**config.mk**
```make
export PLATFORM = sky130hd
export DESIGN_NAME = mem_arbiter
export DESIGN_NICKNAME = d
export VERILOG_FILES = /design/src/rtl/mem_arb_pkg.sv /design/src/rtl/rr_arbiter2.sv /design/src/rtl/mem_arbiter.sv
export SDC_FILE = /design/constraint.sdc
export NUM_CORES = 1
export LEC_CHECK = 0
export CAP_MARGIN = 10
export CORE_ASPECT_RATIO = 0.8
export CORE_MARGIN = 4
export CORE_UTILIZATION = 44
export DETAILED_ROUTE_END_ITERATION = 8
export GPL_ROUTABILITY_DRIVEN = 0
export PLACE_DENSITY = 0.9
export SLEW_MARGIN = 20
export SYNTH_ARGS = -nofsm -noshare
export SYNTH_HDL_FRONTEND = slang
export SYNTH_SLANG_ARGS = --single-unit
```
**constraint.sdc**
```tcl
create_clock -name Clk -period 3.9 [get_ports Clk]
set_input_delay 0.78 -clock Clk [delete_from_list [all_inputs] [get_ports Clk]]
set_output_delay 0.78 -clock Clk [all_outputs]
set_load 0.1 [all_outputs]
```
**src/rtl/mem_arb_pkg.sv**
```systemverilog
// Shared encodings for the two-port memory arbiter: FSM states, port ids and
// direction constants.
package mem_arb_pkg;

  typedef enum logic [1:0] {
    IDLE   = 2'd0,
    ISSUE  = 2'd1,
    RDWAIT = 2'd2,
    DONE   = 2'd3
  } state_t;

  typedef enum logic {
    PORT0 = 1'b0,
    PORT1 = 1'b1
  } port_t;

  localparam logic RW_WRITE = 1'b1;
  localparam logic RW_READ  = 1'b0;

  function automatic port_t other_port(input port_t p);
    return (p == PORT0) ? PORT1 : PORT0;
  endfunction

endpackage

```
**src/rtl/rr_arbiter2.sv**
```systemverilog
// Two-way round-robin grant logic; the pointer breaks ties when both request.
module rr_arbiter2
  import mem_arb_pkg::*;
(
  input  logic [1:0] req,
  input  port_t      pointer,
  input  logic       enable,
  output logic [1:0] grant
);

  always_comb begin
    grant = '0;
    if (enable) begin
      unique case (req)
        2'b01:   grant = 2'b01;
        2'b10:   grant = 2'b10;
        2'b11:   grant = (pointer == PORT1) ? 2'b10 : 2'b01;
        default: grant = '0;
      endcase
    end
  end

endmodule

```
**src/rtl/mem_arbiter.sv**
```systemverilog
// Shares one single-port memory between two requesters, one access per
// transaction, with a one-cycle ack and a per-port read data register.
module mem_arbiter
  import mem_arb_pkg::*;
#(
  parameter int WIDTH     = 8,
  parameter int DinLength = 32
) (
  input  logic                 Clk,
  input  logic                 Reset,
  input  logic                 p0_req,
  input  logic                 p0_rw,
  input  logic [WIDTH-1:0]     p0_addr,
  input  logic [DinLength-1:0] p0_din,
  output logic                 p0_ack,
  output logic [DinLength-1:0] p0_dout,
  input  logic                 p1_req,
  input  logic                 p1_rw,
  input  logic [WIDTH-1:0]     p1_addr,
  input  logic [DinLength-1:0] p1_din,
  output logic                 p1_ack,
  output logic [DinLength-1:0] p1_dout,
  output logic                 mem_valid,
  output logic                 mem_rw,
  output logic [WIDTH-1:0]     mem_addr,
  output logic [DinLength-1:0] mem_din,
  input  logic [DinLength-1:0] mem_dout
);

  state_t     state;
  port_t      pointer;
  port_t      winner;
  logic [1:0] grant;
  logic       arb_enable;

  assign arb_enable = (state == IDLE);

  rr_arbiter2 u_arb (
    .req     ({p1_req, p0_req}),
    .pointer (pointer),
    .enable  (arb_enable),
    .grant   (grant)
  );

  // The mem_* registers double as the latched request, so they hold their
  // values outside ISSUE without a separate copy.
  always_ff @(posedge Clk) begin
    if (Reset) begin
      state     <= IDLE;
      pointer   <= PORT0;
      winner    <= PORT0;
      mem_valid <= 1'b0;
      mem_rw    <= RW_READ;
      mem_addr  <= '0;
      mem_din   <= '0;
      p0_ack    <= 1'b0;
      p1_ack    <= 1'b0;
      p0_dout   <= '0;
      p1_dout   <= '0;
    end else begin
      p0_ack <= 1'b0;
      p1_ack <= 1'b0;
      unique case (state)
        IDLE: begin
          if (grant[1]) begin
            winner    <= PORT1;
            mem_rw    <= p1_rw;
            mem_addr  <= p1_addr;
            mem_din   <= p1_din;
            mem_valid <= 1'b1;
            state     <= ISSUE;
          end else if (grant[0]) begin
            winner    <= PORT0;
            mem_rw    <= p0_rw;
            mem_addr  <= p0_addr;
            mem_din   <= p0_din;
            mem_valid <= 1'b1;
            state     <= ISSUE;
          end
        end
        ISSUE: begin
          mem_valid <= 1'b0;
          if (mem_rw == RW_WRITE) begin
            p0_ack <= (winner == PORT0);
            p1_ack <= (winner == PORT1);
            state  <= DONE;
          end else begin
            state <= RDWAIT;
          end
        end
        RDWAIT: begin
          if (winner == PORT1) p1_dout <= mem_dout;
          else                 p0_dout <= mem_dout;
          p0_ack <= (winner == PORT0);
          p1_ack <= (winner == PORT1);
          state  <= DONE;
        end
        DONE: begin
          pointer <= other_port(winner);
          state   <= IDLE;
        end
        default: state <= IDLE;
      endcase
    end
  end

endmodule

```
After elaboration in Yosys (flattened, before gate mapping) --
Index checks and enable logic that the tools add are counted.
Operators by class: add/sub/neg operators 0, multipliers 0, divide/modulo/power cells 0, order comparisons 0, equal/unequal tests 7, shift operators 0, multiplexer cells 23, bitwise logic cells 1, reductions and logical operators 7
Operators with widths (count):
- $mux W32 | 2
- $mux W8 | 2
- $mux W1 | 10
- $eq A2 B2 Y1 const B | 4
- $mux W2 | 4
- $pmux W2 S4 | 1
- $reduce_and A2 Y1 | 4
- $pmux W1 S2 | 3
- $pmux W2 S3 | 1
- $eq A2 B1 Y1 const B | 2
- $reduce_bool A2 Y1 | 2
- $ne A3 B3 Y1 const B | 1
- $logic_not A2 Y1 | 1
- $not A1 Y1 | 1
Word-level totals: register bits 112, latch bits 0, bits in writable memories 0, bits in read-only memories 0, bits of input ports 118, output and inout port bits 108, word-level logic and storage cells 49, memories kept 0

Depth between registers and ports, before layout --
Gate-level depths: netlist (run 1).
depth in word-level cells 6, mapped depth 7, depth with buffers taken out 5

Cells and area by module --
Synthesis (run 1) repeated with hierarchy kept, for this count alone.
Unflattened totals: cell total of the unflattened synthesis 502, area, all modules 4566.9 µm²
By module, submodules not included:
- mem_arbiter | instances 1, cells an instance 497, area each 4545.6 µm², seq. area each 2242.2 µm²
- rr_arbiter2 | instances 1, cells an instance 5, area each 21.3 µm², seq. area each 0.0 µm²

Worst setup path after synthesis (run 1) --
Ideal clock, no wire load.
kind input to register, start input p1_req, end register mem_rw, setup time 0.112 ns, arrival time 1.641 ns, data required time 3.788 ns, path slack 2.147 ns, stages on the path 6, buffers on the path 3, cell sequence buf_2 o21a_1 buf_4 buf_4 nor2_1 a2111oi_1
On the way: word-level cells in the longest chain between the ends 5, elaborated cells between the ends (all ways) 8, those cells by class eq/ne (3); mux (3); reduce/logical (2)
Ends and longest elaborated chain:
- from (decl) | RTL line mem_arbiter.sv:17 | input logic p1_req,
- $eq A2 B2 Y1 / $eq A2 B1 Y1 (equally long branches) | RTL line rr_arbiter2.sv:14 | unique case (req)
- $pmux W2 S3 * | RTL line rr_arbiter2.sv:14
- $mux W2 * | RTL line rr_arbiter2.sv:13 | if (enable) begin
- $reduce_bool A2 Y1 (no source line)
- $reduce_and A2 Y1 (no source line)
- to (signal assigned) | RTL line mem_arbiter.sv:67 | mem_rw <= p1_rw;
- to (signal assigned) | RTL line mem_arbiter.sv:74 | mem_rw <= p0_rw;
- to (decl) | RTL line mem_arbiter.sv:24 | output logic mem_rw,
Mark *: on every way between the ends. The rest lies on a longest branch, timed or not. A chain may end at the register's enable or synchronous reset.

Worst setup path after layout (run 1) --
start register mem_rw, end output mem_rw
No word-level cell between the ends.

==> results of run 1 <==
through the flow:
step             util  power [mW]  cells  instance area (um2)
2_1_floorplan       -       3.976    553                 4601
3_3_place_gp   0.6665       4.658    873                 6825
3_5_place_dp   0.6665       4.732    873                 6825
4_1_cts        0.6924       5.568    889                 7091
5_1_grt        0.6931       5.800    889                 7097
6_report       0.6931       5.548    889                 7097
layout make-up:
cell class / count / area (um2)
inverters: 46 / 172.7
well taps: 140 / 175.2
fillers: 813 / 3143
multi-input cells: 343 / 1936
repair buffers: 232 / 2306
clock buffers: 12 / 236.5
clock inverters: 4 / 28.78
flip-flops and latches: 112 / 2242
sequential cells by signal, indices dropped and copies added (netlist names):
signal and flops:
mem_valid 1, p0_ack 1, p1_ack 1, mem_addr 8, mem_rw 1, state 2, p1_dout 32, p0_dout 32
winner 1, mem_din 32, pointer 1
cells by family (layout without fill, tap and decap cells):
family	count (synthesis)	in the layout	share of synthesized area
fa+ha+maj	4	4	0.01088
simple gates	182	182	0.1545
compound gates	156	156	0.2521
flops	112	112	0.4874
mux	1	1	0.002176
buf+inv	98	294	0.09301
synthesized netlist by cell type:
master / number / area (um2)
buf_6: 4 / 45.04
nor2_1: 44 / 165.2
clkbuf_2: 1 / 5.000
nand2b_1: 1 / 6.260
nor4bb_1: 1 / 10.01
mux2i_1: 1 / 10.01
ha_1: 4 / 50.05
and2_1: 2 / 12.51
inv_1: 45 / 168.9
buf_2: 8 / 40.04
buf_1: 1 / 3.750
nor2b_1: 2 / 12.51
clkbuf_1: 33 / 123.9
o211a_4: 1 / 17.52
o21a_1: 1 / 7.510
a211oi_1: 1 / 7.510
buf_4: 5 / 37.54
o21ai_0: 2 / 10.01
dfxtp_1: 112 / 2242
a2111oi_0: 43 / 376.6
o21ba_2: 1 / 10.01
inv_2: 1 / 3.750
nor3b_1: 1 / 7.510
nor4b_1: 1 / 8.760
a2111oi_1: 39 / 390.4
a21oi_1: 68 / 340.3
nand2_1: 130 / 488.0
routing by layer:
metal  routed length (um)  up-vias  global-route usage
met5                    0        -                   0
met4                  335        0             0.07315
met3                 1224       28             0.06538
met2                 7471      211              0.4231
met1                 5875     2258              0.2745
li1                     -     2297                   -
worst paths after layout:
| path | end | slack (ns) | depth (start not counted) |
|---|---|---|---|
| setup reg to reg | mem_addr[5] | 1.24 | 5 |
| hold / removal | p0_dout[19] | 0.46 | 2 |
| setup / recovery | mem_rw | 1.17 | 1 |
| hold reg to reg | p0_dout[19] | 0.46 | 2 |
worst register-to-register path, delay by kind of cell (launching register included):
kind | cells | cell delay [ns]
DFF | 1 | 0.34
AOI/OAI and AO/OA | 2 | 0.94
adders and majority gates | 1 | 0.30
buffers and inverters | 2 | 0.93
power by group:
group | switching, mW | internal (mW) | total [mW]
Combinational | 2.40 | 0.773 | 3.18
Sequential | 0.143 | 1.39 | 1.54
Clock | 0.400 | 0.436 | 0.836
==> impl_metrics.tcl, run 1 <==
set metrics [dict create \
    crit_path_max_fanout 4 \
    worst_pin_slew_ns 1.024 \
    setup_viol 0 \
    fmax_mhz 366.9 \
    drtIter0Drc 453 \
    path_cells "clkdlybuf4s50_1" \
    h-tree-depth 3 \
    die_y_um 99.46 \
    antenna_left 0 \
    p_per_area_nw_per_um2 781.7 \
    p_leak_nw 2.508 \
    synth_cells 553 \
    die-area_um2 12170 \
    clk_pin_slew_ns 0.07 \
    firstDrtPassIters 4 \
    setup_tns_ns 0 \
    wl_per_cell_um 16.77 \
    std_cell_rows 33 \
    ys_warn_count 0 \
    relSlewSlack 0.3155 \
    vias 4794 \
    mostFrequentLayoutCell "clkdlybuf4s50_1" \
    post_cts_buffers 0 \
    min_from "p0_dout[19]" \
    grt_antenna_before_repair 0 \
    overflow 0 \
    area_delta_synth_final_pct 54.26 \
    numCtsBuffers 9 \
    hold_slack_ns 0.4554 \
    slowest_stage "clkdlybuf4s50_1" \
    critPathTopFamily "buffers and inverters" \
    cts.sinks 112 \
    finClkSkew_ns 0.005815 \
    ys_ff_latch 112 \
    reg2reg_from "state[0]" \
    finalCriticalPeriod_ns 2.725 \
    cts.repair.resized 0 \
    crit_type "reg2out" \
    netlist-cell-type-count 27 \
    nets 866 \
    postRouteWirelength_mm 14.91 \
    fin_ws_ns 1.175 \
    final_cell_mix "clkdlybuf4s50_1, nand2_1, dfxtp_1, a21oi_1" \
    syn_nets 675 \
    syn_avg_cell_area_um2 8.319 \
    outcome "complete, no violations" \
    diodes 0 \
    grt_pass1_vias 4767 \
    drv_cap 0 \
    ys_seq_area_frac 0.4874 \
    postCtsHoldBufs 0 \
    critPathMaxStageDelay_ns 1.19 \
    drive_above_1_share 0.03471 \
    min_path_type "reg2reg" \
    finalCritPeriodShare 0.6988 \
    worst_setup_path_end_kind "output pin" \
    port_buffers 225 \
    pin_count 226 \
    track_usage 0.2367 \
    start_util 0.4493 \
    vias_per_cell 5.393 \
    tritoncts "built" \
    slew_violations 0 \
    startpoint "mem_rw" \
    synthesis.area_um2 4601 \
    coreArea_um2 10240 \
    clock_latency_ns 0.33 \
    crit_required_ns 3.12 \
    clockRootBuffer "clkbuf_16" \
    grt_max_degree 113 \
    remaining_drc_errors 0 \
    clockBufferDepth 2 \
    grt_pass1_wl_mm 23.46 \
    startpoint_type "register" \
    hold_viol_final 0 \
    ir_drop_mv 0.6011 \
    crit_arrival_ns 1.95 \
    rsz0062_at_grt "false" \
    critPathBufInv 1 \
    place_hpwl_mm 10.77 \
    die_w_um 122.3 \
    place_ws_ns 1.063 \
]
Note: power is estimated with default switching activity, not from simulation.
==> run 2: changes to the inputs <==
Settings changed: CORE_UTILIZATION 44 to 37, PLACE_DENSITY 0.9 to 0.81.
Clock period 3.9 ns to 2.33 ns, I/O delays scaled along.
==> run 2 against run 1 <==
  * Global-route usage down 3.7 points
  * Count of clock-buffer cells in the layout decreased by 2
  * Die area up 17%
  * Sequential share of layout area rose by 0.75 points
  * Largest cell class is now flip-flops and latches
  * Register-to-register slack got worse by 0.85 ns
  * Sequential power up 69%
  * Hold slack improved by 0.0010 ns
  * Flip-flop and latch count unchanged
  * Combinational power is 63% higher
  * Total power grew 67%
==> impl_metrics.tcl, run 2 (synthesis results as in run 1) <==
set metrics [dict create \
    outcome "complete, no violations" \
    setup_viol 0 \
    final_cell_mix "nand2_1, buf_4, clkdlybuf4s50_1, dfxtp_1, a21oi_1" \
    vias_per_cell 5.311 \
    finalCritPeriodShare 0.8317 \
    netSwitchingPower_mw 5.012 \
    slew_violations 0 \
    critPathMaxStageDelay_ns 0.60 \
    grt_antenna_before_repair 0 \
    nets 874 \
    h-tree-depth 3 \
    finClkSkew_ns 0.006268 \
    pwr-share-comb 0.558 \
    p_per_area_nw_per_um2 1340 \
    grt_max_degree 61 \
    dpl.cell_count 893 \
    tritoncts "built" \
    relSlewSlack 0.5443 \
    drive_above_1_share 0.1889 \
    std_cell_rows 36 \
    cts.repair.resized 0 \
    clk_pin_slew_ns 0.08 \
    area_delta_synth_final_pct 50.69 \
    postCtsHoldBufs 0 \
    die_y_um 107.7 \
    drtIter0Drc 305 \
    design_area_um2 6933 \
    seqPwrFrac 0.279 \
    diodes 0 \
    worst_setup_path_end_kind "register" \
    critPathTopFamily "compound AO/OA/AOI/OAI gates" \
    place_hpwl_mm 10.59 \
    die_w_um 132.7 \
    die-area_um2 14290 \
    reg2reg_from "state[0]" \
    crit_arrival_ns 2.13 \
    hold_viol_final 0 \
    firstDrtPassIters 5 \
    antenna_left 0 \
    place_ws_ns 0.2225 \
    finalCriticalPeriod_ns 1.938 \
    drv_cap 0 \
    fill_cells 1088 \
    start_util 0.3783 \
    clockRootBuffer "clkbuf_16" \
    clock_latency_ns 0.34 \
    pin_count 226 \
    min_path_type "reg2reg" \
    remaining_drc_errors 0 \
    min_from "p1_dout[21]" \
    grt_pass1_vias 4665 \
    setup_tns_ns 0 \
    crit_required_ns 2.52 \
    cp_common_cell "inv_1" \
    crit_path_max_fanout 41 \
    wl_per_cell_um 16.25 \
    fmax_mhz 516.0 \
    post_cts_buffers 0 \
    intPower_mw 4.277 \
    startpoint_type "register" \
    sw_frac_of_total 0.5396 \
    numCtsBuffers 9 \
    track_usage 0.1997 \
    p_leak_nw 2.766 \
    pwr-share-clk 0.163 \
    cts.sinks 112 \
    stdcell_count 909 \
    startpoint "state[0]" \
    critPathBufInv 3 \
    port_buffers 225 \
    crit_type "reg2reg" \
    postRouteWirelength_mm 14.77 \
    path_cells "inv_1, ha_1, inv_1, buf_4, a2111oi_0, a2111oi_1" \
    overflow 0 \
    slowest_stage "a2111oi_0" \
    clockBufferDepth 2 \
    top_regs "mem_din (32), p0_dout (32), p1_dout (32)" \
    fin_ws_ns 0.3922 \
    ir_drop_mv 0.6464 \
    vias 4828 \
    coreArea_um2 12160 \
    mostFrequentLayoutCell "nand2_1" \
    grt_pass1_wl_mm 23.60 \
    dpl_cell_area_um2 6643 \
    rsz0062_at_grt "false" \
    worst_pin_slew_ns 0.6835 \
]
run 2: changes by cell type in the layout (fill, tap and decap cells not counted), sizes merged:
cell | before | now
clkinvlp | 2 | 1
inv | 46 | 50
clkbuf | 12 | 10
buf | 8 | 124
clkdlybuf4s50 | 224 | 116
clkinv | 2 | 1
run 2: through the flow:
stage	hold WS, ns	power [mW]	utilization
floorplan	0.4961	6.656	-
global placement	0.4427	7.725	0.5462
detailed placement	0.4466	7.831	0.5462
CTS	0.4575	9.352	0.5701
global route	0.4762	9.726	0.5701
finish	0.4564	9.288	0.5701
run 2: final timing paths:
check                     end  slack, ns  cells after the start
setup / recovery  mem_addr[0]       0.39                      6
hold / removal    p1_dout[21]       0.46                      2
setup reg to reg  mem_addr[0]       0.39                      6
hold reg to reg   p1_dout[21]       0.46                      2
run 2: final cells by class:
cell class	count	area, um2	share of cell area
inverter	46	172.7	0.02491
timing repair buffer	240	2105	0.3036
clock inverter	6	61.31	0.008843
sequential	112	2242	0.3234
tap	152	190.2	0.02743
multi-input combinational	343	1933	0.2788
clock buffer	10	229.0	0.03303
run 2: power groups by stage:
stage | clock [mW] | combinational, mW | sequential (mW)
5_1_grt | 1.63 | 5.44 | 2.65
2_1_floorplan | 0 | 1.31 | 5.34
3_5_place_dp | 0 | 5.20 | 2.63
6_report | 1.51 | 5.18 | 2.60
4_1_cts | 1.55 | 5.20 | 2.60
3_3_place_gp | 0 | 5.11 | 2.61
run 2: worst reg2reg max path, delay by kind of cell, from the launching register on:
family	cells	cell delay, ns
compound gates	2	0.73
buf+inv	3	0.42
flops	1	0.34
fa+ha+maj	1	0.29
run 2: layer usage:
layer,global-route usage,vias up,wire (um)
li1,-,2314,-
met1,0.2372,2266,6068
met2,0.3452,225,7244
met3,0.05888,23,1142
met4,0.07047,0,312
met5,0,-,0
